<file path="src/rtl/stage_fetch_if.sv">
// Fetch-stage bus bundle: instruction-memory request/ack, redirect input and
// the valid/ready entry stream toward decode.
interface stage_fetch_if;
  logic        imem_req;
  logic [31:0] imem_addr;
  logic        imem_ack;
  logic [31:0] imem_rdata;
  logic        redirect;
  logic [31:0] redirect_pc;
  logic        out_valid;
  logic        out_ready;
  logic [31:0] out_instruction;
  logic [31:0] out_pc;
  logic [31:0] out_pcsub4;
  logic [31:0] out_pcadd4;
  logic [31:0] out_pcadd8;
  logic        out_adel;

  modport master (
    output imem_req, imem_addr,
    input  imem_ack, imem_rdata,
    input  redirect, redirect_pc,
    output out_valid, out_instruction, out_pc, out_pcsub4, out_pcadd4,
           out_pcadd8, out_adel,
    input  out_ready
  );

  modport slave (
    input  imem_req, imem_addr,
    output imem_ack, imem_rdata,
    output redirect, redirect_pc,
    input  out_valid, out_instruction, out_pc, out_pcsub4, out_pcadd4,
           out_pcadd8, out_adel,
    output out_ready
  );
endinterface

</file>
<file path="src/rtl/stage_fetch.sv">
// Instruction fetch stage: owns the fetch PC, keeps one imem request in flight
// and buffers returned words with their PC family in a small FIFO for decode.
module stage_fetch #(
  parameter logic [31:0] RESET_PC = 32'hBFC0_0000,
  parameter int unsigned DEPTH    = 2
) (
  input  logic          clk,
  input  logic          reset,
  stage_fetch_if.master bus
);

  localparam int unsigned AW = $clog2(DEPTH);

  localparam logic [1:0] IDLE    = 2'd0;
  localparam logic [1:0] WAIT    = 2'd1;
  localparam logic [1:0] DISCARD = 2'd2;
  localparam logic [1:0] HALT    = 2'd3;

  typedef struct packed {
    logic [31:0] instr;
    logic [31:0] pc;
    logic [31:0] pcsub4;
    logic [31:0] pcadd4;
    logic [31:0] pcadd8;
    logic        adel;
  } entry_t;

  logic [1:0]    state, state_nxt;
  logic [31:0]   fetch_pc, fetch_pc_nxt;
  logic [31:0]   req_pc, req_pc_nxt;
  logic          started;
  logic [AW:0]   count;
  logic [AW-1:0] head, tail;
  entry_t        mem [DEPTH];

  logic [AW+1:0] occ;
  logic          space, aligned, flush, issue, push, pop;
  logic [31:0]   push_pc, push_instr;
  logic          push_adel;
  entry_t        push_entry;

  // Occupancy counts the outstanding request; a same-cycle pop gives no credit.
  always_comb begin
    occ     = {1'b0, count} + (AW+2)'(state == WAIT);
    space   = occ < (AW+2)'(DEPTH);
    aligned = fetch_pc[1:0] == 2'b00;
    flush   = bus.redirect;
    pop     = (count != '0) && bus.out_ready;
  end

  always_comb begin
    state_nxt    = state;
    fetch_pc_nxt = fetch_pc;
    req_pc_nxt   = req_pc;
    issue        = 1'b0;
    push         = 1'b0;
    push_pc      = '0;
    push_instr   = '0;
    push_adel    = 1'b0;

    case (state)
      IDLE: begin
        if (!flush && started && space) begin
          if (aligned) begin
            issue = 1'b1;
          end else begin
            push      = 1'b1;
            push_pc   = fetch_pc;
            push_adel = 1'b1;
            state_nxt = HALT;
          end
        end
      end
      WAIT: begin
        if (flush) begin
          state_nxt = bus.imem_ack ? IDLE : DISCARD;
        end else if (bus.imem_ack) begin
          push       = 1'b1;
          push_pc    = req_pc;
          push_instr = bus.imem_rdata;
          // Back-to-back issue; a misaligned PC is left for IDLE to report.
          if (started && space && aligned) issue = 1'b1;
          else                             state_nxt = IDLE;
        end
      end
      DISCARD: begin
        if (bus.imem_ack) state_nxt = IDLE;
      end
      HALT: begin
        if (flush) state_nxt = IDLE;
      end
      default: state_nxt = IDLE;
    endcase

    if (issue) begin
      fetch_pc_nxt = fetch_pc + 32'd4;
      req_pc_nxt   = fetch_pc;
      state_nxt    = WAIT;
    end
    if (flush) fetch_pc_nxt = bus.redirect_pc;
  end

  always_comb begin
    push_entry.instr  = push_instr;
    push_entry.pc     = push_pc;
    push_entry.pcsub4 = push_pc - 32'd4;
    push_entry.pcadd4 = push_pc + 32'd4;
    push_entry.pcadd8 = push_pc + 32'd8;
    push_entry.adel   = push_adel;
  end

  always_ff @(posedge clk or negedge reset) begin
    if (!reset) begin
      state    <= IDLE;
      fetch_pc <= RESET_PC;
      req_pc   <= '0;
      started  <= 1'b0;
    end else begin
      state    <= state_nxt;
      fetch_pc <= fetch_pc_nxt;
      req_pc   <= req_pc_nxt;
      started  <= 1'b1;
    end
  end

  always_ff @(posedge clk or negedge reset) begin
    if (!reset) begin
      count <= '0;
      head  <= '0;
      tail  <= '0;
      for (int unsigned i = 0; i < DEPTH; i++) mem[AW'(i)] <= '0;
    end else if (flush) begin
      count <= '0;
      head  <= '0;
      tail  <= '0;
    end else begin
      if (push) begin
        mem[tail] <= push_entry;
        tail      <= tail + 1'b1;
      end
      if (pop) head <= head + 1'b1;
      count <= count + (AW+1)'(push) - (AW+1)'(pop);
    end
  end

  always_comb begin
    bus.imem_req        = issue;
    bus.imem_addr       = issue ? fetch_pc : '0;
    bus.out_valid       = count != '0;
    bus.out_instruction = mem[head].instr;
    bus.out_pc          = mem[head].pc;
    bus.out_pcsub4      = mem[head].pcsub4;
    bus.out_pcadd4      = mem[head].pcadd4;
    bus.out_pcadd8      = mem[head].pcadd8;
    bus.out_adel        = mem[head].adel;
  end

  a_ack_in_flight: assert property (@(posedge clk) disable iff (!reset)
    bus.imem_ack |-> (state == WAIT || state == DISCARD));

endmodule

</file>
<file path="src/flat_wrapper.sv">
// flat-port wrapper written by rule: the top's interface ports become plain ports
module stage_fetch_flat 
#(
  parameter logic [31:0] RESET_PC = 32'hBFC0_0000,
  parameter int unsigned DEPTH    = 2
)
  (clk, reset, bus_imem_req, bus_imem_addr, bus_imem_ack, bus_imem_rdata, bus_redirect, bus_redirect_pc, bus_out_valid, bus_out_instruction, bus_out_pc, bus_out_pcsub4, bus_out_pcadd4, bus_out_pcadd8, bus_out_adel, bus_out_ready);
  stage_fetch_if bus_i ();
  input  logic clk;
  input  logic reset;
  output wire logic [$bits(bus_i.imem_req)-1:0] bus_imem_req;
  output wire logic [$bits(bus_i.imem_addr)-1:0] bus_imem_addr;
  input wire logic [$bits(bus_i.imem_ack)-1:0] bus_imem_ack;
  input wire logic [$bits(bus_i.imem_rdata)-1:0] bus_imem_rdata;
  input wire logic [$bits(bus_i.redirect)-1:0] bus_redirect;
  input wire logic [$bits(bus_i.redirect_pc)-1:0] bus_redirect_pc;
  output wire logic [$bits(bus_i.out_valid)-1:0] bus_out_valid;
  output wire logic [$bits(bus_i.out_instruction)-1:0] bus_out_instruction;
  output wire logic [$bits(bus_i.out_pc)-1:0] bus_out_pc;
  output wire logic [$bits(bus_i.out_pcsub4)-1:0] bus_out_pcsub4;
  output wire logic [$bits(bus_i.out_pcadd4)-1:0] bus_out_pcadd4;
  output wire logic [$bits(bus_i.out_pcadd8)-1:0] bus_out_pcadd8;
  output wire logic [$bits(bus_i.out_adel)-1:0] bus_out_adel;
  input wire logic [$bits(bus_i.out_ready)-1:0] bus_out_ready;
  assign bus_imem_req = bus_i.imem_req;
  assign bus_imem_addr = bus_i.imem_addr;
  assign bus_i.imem_ack = bus_imem_ack;
  assign bus_i.imem_rdata = bus_imem_rdata;
  assign bus_i.redirect = bus_redirect;
  assign bus_i.redirect_pc = bus_redirect_pc;
  assign bus_out_valid = bus_i.out_valid;
  assign bus_out_instruction = bus_i.out_instruction;
  assign bus_out_pc = bus_i.out_pc;
  assign bus_out_pcsub4 = bus_i.out_pcsub4;
  assign bus_out_pcadd4 = bus_i.out_pcadd4;
  assign bus_out_pcadd8 = bus_i.out_pcadd8;
  assign bus_out_adel = bus_i.out_adel;
  assign bus_i.out_ready = bus_out_ready;
  stage_fetch #(.RESET_PC(RESET_PC), .DEPTH(DEPTH)) u_core (.clk(clk), .reset(reset), .bus(bus_i));
endmodule
</file>
<file path="config.mk">
export PLATFORM = sky130hd
export DESIGN_NAME = stage_fetch_flat
export DESIGN_NICKNAME = d
export VERILOG_FILES = /design/src/rtl/stage_fetch_if.sv /design/src/rtl/stage_fetch.sv /design/src/flat_wrapper.sv
export SDC_FILE = /design/constraint.sdc
export NUM_CORES = 1
export LEC_CHECK = 0
export BUFFER_PORTS_ARGS = -buffer_cell sky130_fd_sc_hd__clkbuf_2
export CORE_MARGIN = 10
export CORE_UTILIZATION = 55
export DETAILED_ROUTE_END_ITERATION = 10
export PLACE_DENSITY_LB_ADDON = 0.12
export SLEW_MARGIN = 20
export SYNTH_ARGS = -nofsm -noshare
export SYNTH_HDL_FRONTEND = slang
export SYNTH_SLANG_ARGS = --single-unit
</file>
<file path="constraint.sdc">
create_clock -name clk -period 3.8 [get_ports clk]
set_input_delay 0.57 -clock clk [delete_from_list [all_inputs] [get_ports clk]]
set_output_delay 0.57 -clock clk [all_outputs]
set_load 0.03 [all_outputs]
</file>
==> flow_summary.html <==
<table>
<tr><th>Metric</th><th>Value</th></tr>
<tr><th colspan="2">Global routing</th></tr>
<tr><td>Maximum number of pins on one net before global-route repair</td><td>119</td></tr>
<tr><td>Via count of the first global-routing pass</td><td>15803</td></tr>
<tr><td>Wire length of the first global-routing pass</td><td>96.4 mm</td></tr>
<tr><td>Number of antenna violations at the first check in global routing</td><td>0</td></tr>
<tr><td>GR Util All Layers</td><td>28.0%</td></tr>
<tr><td>Total congestion overflow after global routing</td><td>0</td></tr>
<tr><th colspan="2">Floorplan</th></tr>
<tr><td>Top-level I/O count</td><td>264</td></tr>
<tr><td>Initial Utilization</td><td>55.7%</td></tr>
<tr><td>Core Rows</td><td>68</td></tr>
<tr><td>Die footprint</td><td>42900 um^2</td></tr>
<tr><td>DIE HEIGHT</td><td>207 um</td></tr>
<tr><td>Floorplan die width</td><td>207 um</td></tr>
<tr><td>Core Box Area</td><td>34500 um^2</td></tr>
<tr><th colspan="2">Placed design</th></tr>
<tr><td>Cell area after placement</td><td>21200 um^2</td></tr>
<tr><td>Post-detail-place hpwl</td><td>44.7 mm</td></tr>
<tr><td>DP Worst Slack</td><td>0.272 ns</td></tr>
<tr><td>Placer Congestion</td><td>0.983</td></tr>
<tr><td>Count of buffers inserted at the top-level ports</td><td>261</td></tr>
<tr><th colspan="2">Clock network</th></tr>
<tr><td>Clock slew at the register clock pins of the worst setup and hold paths</td><td>0.06 ns</td></tr>
<tr><td>Clock root cell</td><td>clkbuf_16</td></tr>
<tr><td>Quantity of hold-fixing buffers added after cts</td><td>0</td></tr>
<tr><td>Clock latency on the worst-skew pair</td><td>0.55 ns</td></tr>
<tr><td>Clock tree from TritonCTS</td><td>built</td></tr>
<tr><td>Clock sink total</td><td>377</td></tr>
<tr><td>Number of buffers created by CTS</td><td>41</td></tr>
<tr><td>Level count of the clock H-tree</td><td>2</td></tr>
<tr><td>Post-cts gate resize count</td><td>0</td></tr>
<tr><td>Clock buffer depth</td><td>3</td></tr>
<tr><td>Number of setup buffers added after CTS</td><td>0</td></tr>
<tr><th colspan="2">STA</th></tr>
<tr><td>Unrepaired setup endpoints after global routing</td><td>false</td></tr>
<tr><td>Setup TNS after final layout</td><td>0 ns</td></tr>
<tr><td>Worst setup margin</td><td>0.366 ns</td></tr>
<tr><td>Number of hold violations in the final report</td><td>0</td></tr>
<tr><td>Setup skew after layout</td><td>0.0193 ns</td></tr>
<tr><td>Min Tclk post-route</td><td>3.43 ns</td></tr>
<tr><td>Peak Freq</td><td>291 MHz</td></tr>
<tr><td>Final Hold Slack</td><td>0.113 ns</td></tr>
<tr><td>Final max-slew violation count</td><td>0</td></tr>
<tr><td>Crit share post-route</td><td>90.4%</td></tr>
<tr><td>Total setup violations reported at the end of the flow</td><td>0</td></tr>
<tr><td>Slew of the pin with the lowest slew margin</td><td>1.11 ns</td></tr>
<tr><td>Slew margin rel.</td><td>25.7%</td></tr>
<tr><th colspan="2">Power and ir drop</th></tr>
<tr><td>Leakage</td><td>11.0 nW</td></tr>
<tr><td>Sequential share of power</td><td>36.1%</td></tr>
<tr><td>Tot Pwr</td><td>16.9 mW</td></tr>
<tr><td>Net Switching</td><td>6.80 mW</td></tr>
<tr><td>Power share of the combinational group</td><td>39.4%</td></tr>
<tr><td>Clock power share</td><td>24.5%</td></tr>
<tr><td>Max rail drop VDD</td><td>0.572 mV</td></tr>
<tr><td>Pwr Density</td><td>749 nW/um^2</td></tr>
<tr><td>Proportion of total power due to net switching</td><td>40.1%</td></tr>
<tr><td>Cell internal pwr</td><td>10.1 mW</td></tr>
<tr><th colspan="2">Synthesis</th></tr>
<tr><td>FFs w/ async S/R, synth</td><td>100%</td></tr>
<tr><td>Part of the Yosys area used for sequential elements</td><td>49.1%</td></tr>
<tr><td>Share of the synthesized area in the top cell type</td><td>47.9%</td></tr>
<tr><td>Yosys reg bits</td><td>377</td></tr>
<tr><td>Most frequently used cell type in the post-synthesis netlist</td><td>dfrtp_1</td></tr>
<tr><td>Post-synthesis instance total</td><td>1916</td></tr>
<tr><td>Count of unique library cells instantiated by Yosys</td><td>74</td></tr>
<tr><td>Count of yosys warnings during synthesis</td><td>0</td></tr>
<tr><td>Post-synthesis area per instance</td><td>10.0 um^2</td></tr>
<tr><td>Top post-synthesis cells by count</td><td>368 x dfrtp_1, 364 x nand2_1, 231 x mux2_2</td></tr>
<tr><td>Primary flip-flop cell chosen by synthesis mapping</td><td>dfrtp_1</td></tr>
<tr><td>EDFF count, synth</td><td>0</td></tr>
<tr><td>Summed instance area of the synthesized netlist</td><td>19200 um^2</td></tr>
<tr><td>Cell types occupying the most area after synthesis</td><td>dfrtp_1 48%, mux2_2 14%, nand2_1 7.1%, o21ai_0 3.7%, xnor2_1 3.2%</td></tr>
<tr><td>Biggest area consumer among synthesized cells</td><td>dfrtp_1</td></tr>
<tr><th colspan="2">Setup path</th></tr>
<tr><td>Count of cell instances traversed by the critical path</td><td>11</td></tr>
<tr><td>Kind of start point of the critical path</td><td>register</td></tr>
<tr><td>Worst reg2reg endpoint</td><td>u_core.mem[207]$_DFFE_PN0P_</td></tr>
<tr><td>Worst-path maximum fanout</td><td>19</td></tr>
<tr><td>Slowest cell on the critical path</td><td>o21ba_2</td></tr>
<tr><td>Cell type group with the largest total delay on the critical path</td><td>compound AO/OA/AOI/OAI gates</td></tr>
<tr><td>Category of the critical setup timing path</td><td>reg2reg</td></tr>
<tr><td>List of cells traversed by the critical path</td><td>o21ba_2 &gt; nand4_1 &gt; and2_1 &gt; buf_4 &gt; inv_1 &gt; ha_1 &gt; a21boi_1 &gt; and4_1 &gt; nand2b_1 &gt; xnor2_1 &gt; o21ai_0</td></tr>
<tr><td>Launching instance or port of the critical path</td><td>u_core.state[0]$_DFFE_PN0P_</td></tr>
<tr><td>Crit path capture type</td><td>register</td></tr>
<tr><td>Endpoint arrival time on the critical path</td><td>3.85 ns</td></tr>
<tr><td>Register-to-register path setup slack</td><td>0.37 ns</td></tr>
<tr><td>Sum of buffers and inverters on the critical path</td><td>2</td></tr>
<tr><td>Capture point of the worst path</td><td>u_core.mem[207]$_DFFE_PN0P_</td></tr>
<tr><td>Largest incremental delay on the critical path</td><td>0.55 ns</td></tr>
<tr><td>Worst reg2reg startpoint</td><td>u_core.state[0]$_DFFE_PN0P_</td></tr>
<tr><td>Worst reg-to-reg path cell count</td><td>11</td></tr>
<tr><td>Data required, critical path</td><td>4.21 ns</td></tr>
<tr><th colspan="2">Cells and area</th></tr>
<tr><td>Final standard cell area without fillers</td><td>22600 um^2</td></tr>
<tr><td>Fraction of layout instances using a drive strength above 1</td><td>31.0%</td></tr>
<tr><td>ANT cells</td><td>0</td></tr>
<tr><td>Synth-to-Final Area Change</td><td>17.6%</td></tr>
<tr><td>Total Nets Final</td><td>2227</td></tr>
<tr><th colspan="2">Route</th></tr>
<tr><td>DRC violation count after routing</td><td>0</td></tr>
<tr><td>Average wire per standard cell</td><td>23.5 um</td></tr>
<tr><td>Vias</td><td>15719</td></tr>
<tr><td>Routed Wire Length</td><td>61.9 mm</td></tr>
<tr><td>Number of violations reported at the end of detailed-routing iteration 0</td><td>1383</td></tr>
<tr><td>Number of vias per cell after detailed routing</td><td>5.97</td></tr>
<tr><td>First-pass iteration count of the detailed router</td><td>6</td></tr>
<tr><td>Antenna viol nets, final</td><td>0</td></tr>
<tr><th colspan="2">Run</th></tr>
<tr><td>Max-cap violation count</td><td>0</td></tr>
<tr><th colspan="2">Outcome</th></tr>
<tr><td>Result of the run</td><td>finished clean</td></tr>
<tr><th colspan="2">Hold path</th></tr>
<tr><td>Class of the most critical hold timing path</td><td>in2async</td></tr>
</table>
-- cell usage in the layout, fill, tap and decap left out, types with 37 or more instances in the layout --
| cell | n |
|---|---|
| and2_1 | 51 |
| buf_4 | 71 |
| clkbuf_16 | 43 |
| nand4_1 | 39 |
| a21o_1 | 37 |
| clkbuf_2 | 260 |
| dfrtp_1 | 367 |
| nand3_1 | 87 |
| o21ai_0 | 141 |
| xnor2_1 | 70 |
| nor2_1 | 48 |
| mux2_2 | 231 |
| nor3_1 | 38 |
| nand2_1 | 364 |
-- worst register-to-register path: stages, from the launching register on --
cell      delay, ns
dfrtp_1        0.49
o21ba_2        0.55
nand4_1        0.17
and2_1         0.22
buf_4          0.18
inv_1          0.10
ha_1           0.17
a21boi_1       0.41
and4_1         0.37
nand2b_1       0.20
xnor2_1        0.33
o21ai_0        0.12
-- power by group through the flow --
stage	logic (mW)	clock network, mW	registers, mW
floorplan	4.86	0	5.73
global placement	6.61	0	6.07
detailed placement	6.69	0	6.14
CTS	6.72	4.19	6.08
global route	7.18	4.38	6.25
finish	6.68	4.16	6.11
-- metrics by stage --
step / cells / util (%)
2_1_floorplan: 1917 / -
4_1_cts: 2635 / 65.5
6_report: 2635 / 65.5
5_1_grt: 2635 / 65.5
3_3_place_gp: 2562 / 61.4
3_5_place_dp: 2562 / 61.4
-- layout make-up --
type	instances	area, um^2
inverter	22	82.6
clock inverter	14	186
sequential	377	9450
tap	455	569
multi-input combinational	1367	9100
fill	2841	11900
timing repair buffer	341	2030
clock buffer	59	1220
-- routing by layer --
metal	up-vias	track usage (%)	part of all wire [%]
met5	-	0	0
met4	0	7.30	2.5
met3	97	4.54	6.5
met2	573	45.3	48
met1	7842	38.5	43
li1	7207	-	-
-- state kept, by name (all words and copies together) (netlist names) --
register and flops:
u_core.mem 306, u_core.fetch_pc 32, u_core.req_pc 32, u_core.count 2
u_core.state 2, u_core.head 1, u_core.started 1, u_core.tail 1
-- kinds of logic (layout without fill, tap and decap cells) --
kind of cell / Yosys count / count (layout) / share of synthesized area (%)
DFF: 377 / 377 / 49.1
adders and majority gates: 8 / 8 / 0.520
muxes: 239 / 239 / 13.9
AOI/OAI and AO/OA: 328 / 328 / 11.3
xor gates and xnor gates: 82 / 82 / 3.73
other: 2 / 3 / 0.0390
buffers and inverters: 173 / 436 / 3.88
and+or+nand+nor: 707 / 707 / 17.5
-- how the worst min path moves through the flow --
stage	to	slack [ns]	cells after the start
finish	u_core.mem[304]$_DFFE_PN0P_	0.11	1
global route	u_core.mem[149]$_DFFE_PN0P_	0.19	1
CTS	u_core.mem[143]$_DFFE_PN0P_	0.16	1
detailed placement	u_core.mem[303]$_DFFE_PN0P_	0.45	2
global placement	u_core.mem[307]$_DFFE_PN0P_	0.45	2
floorplan	u_core.count[0]$_DFF_PN0_	0.27	0
No activity file was read; power rests on OpenSTA's default activity.
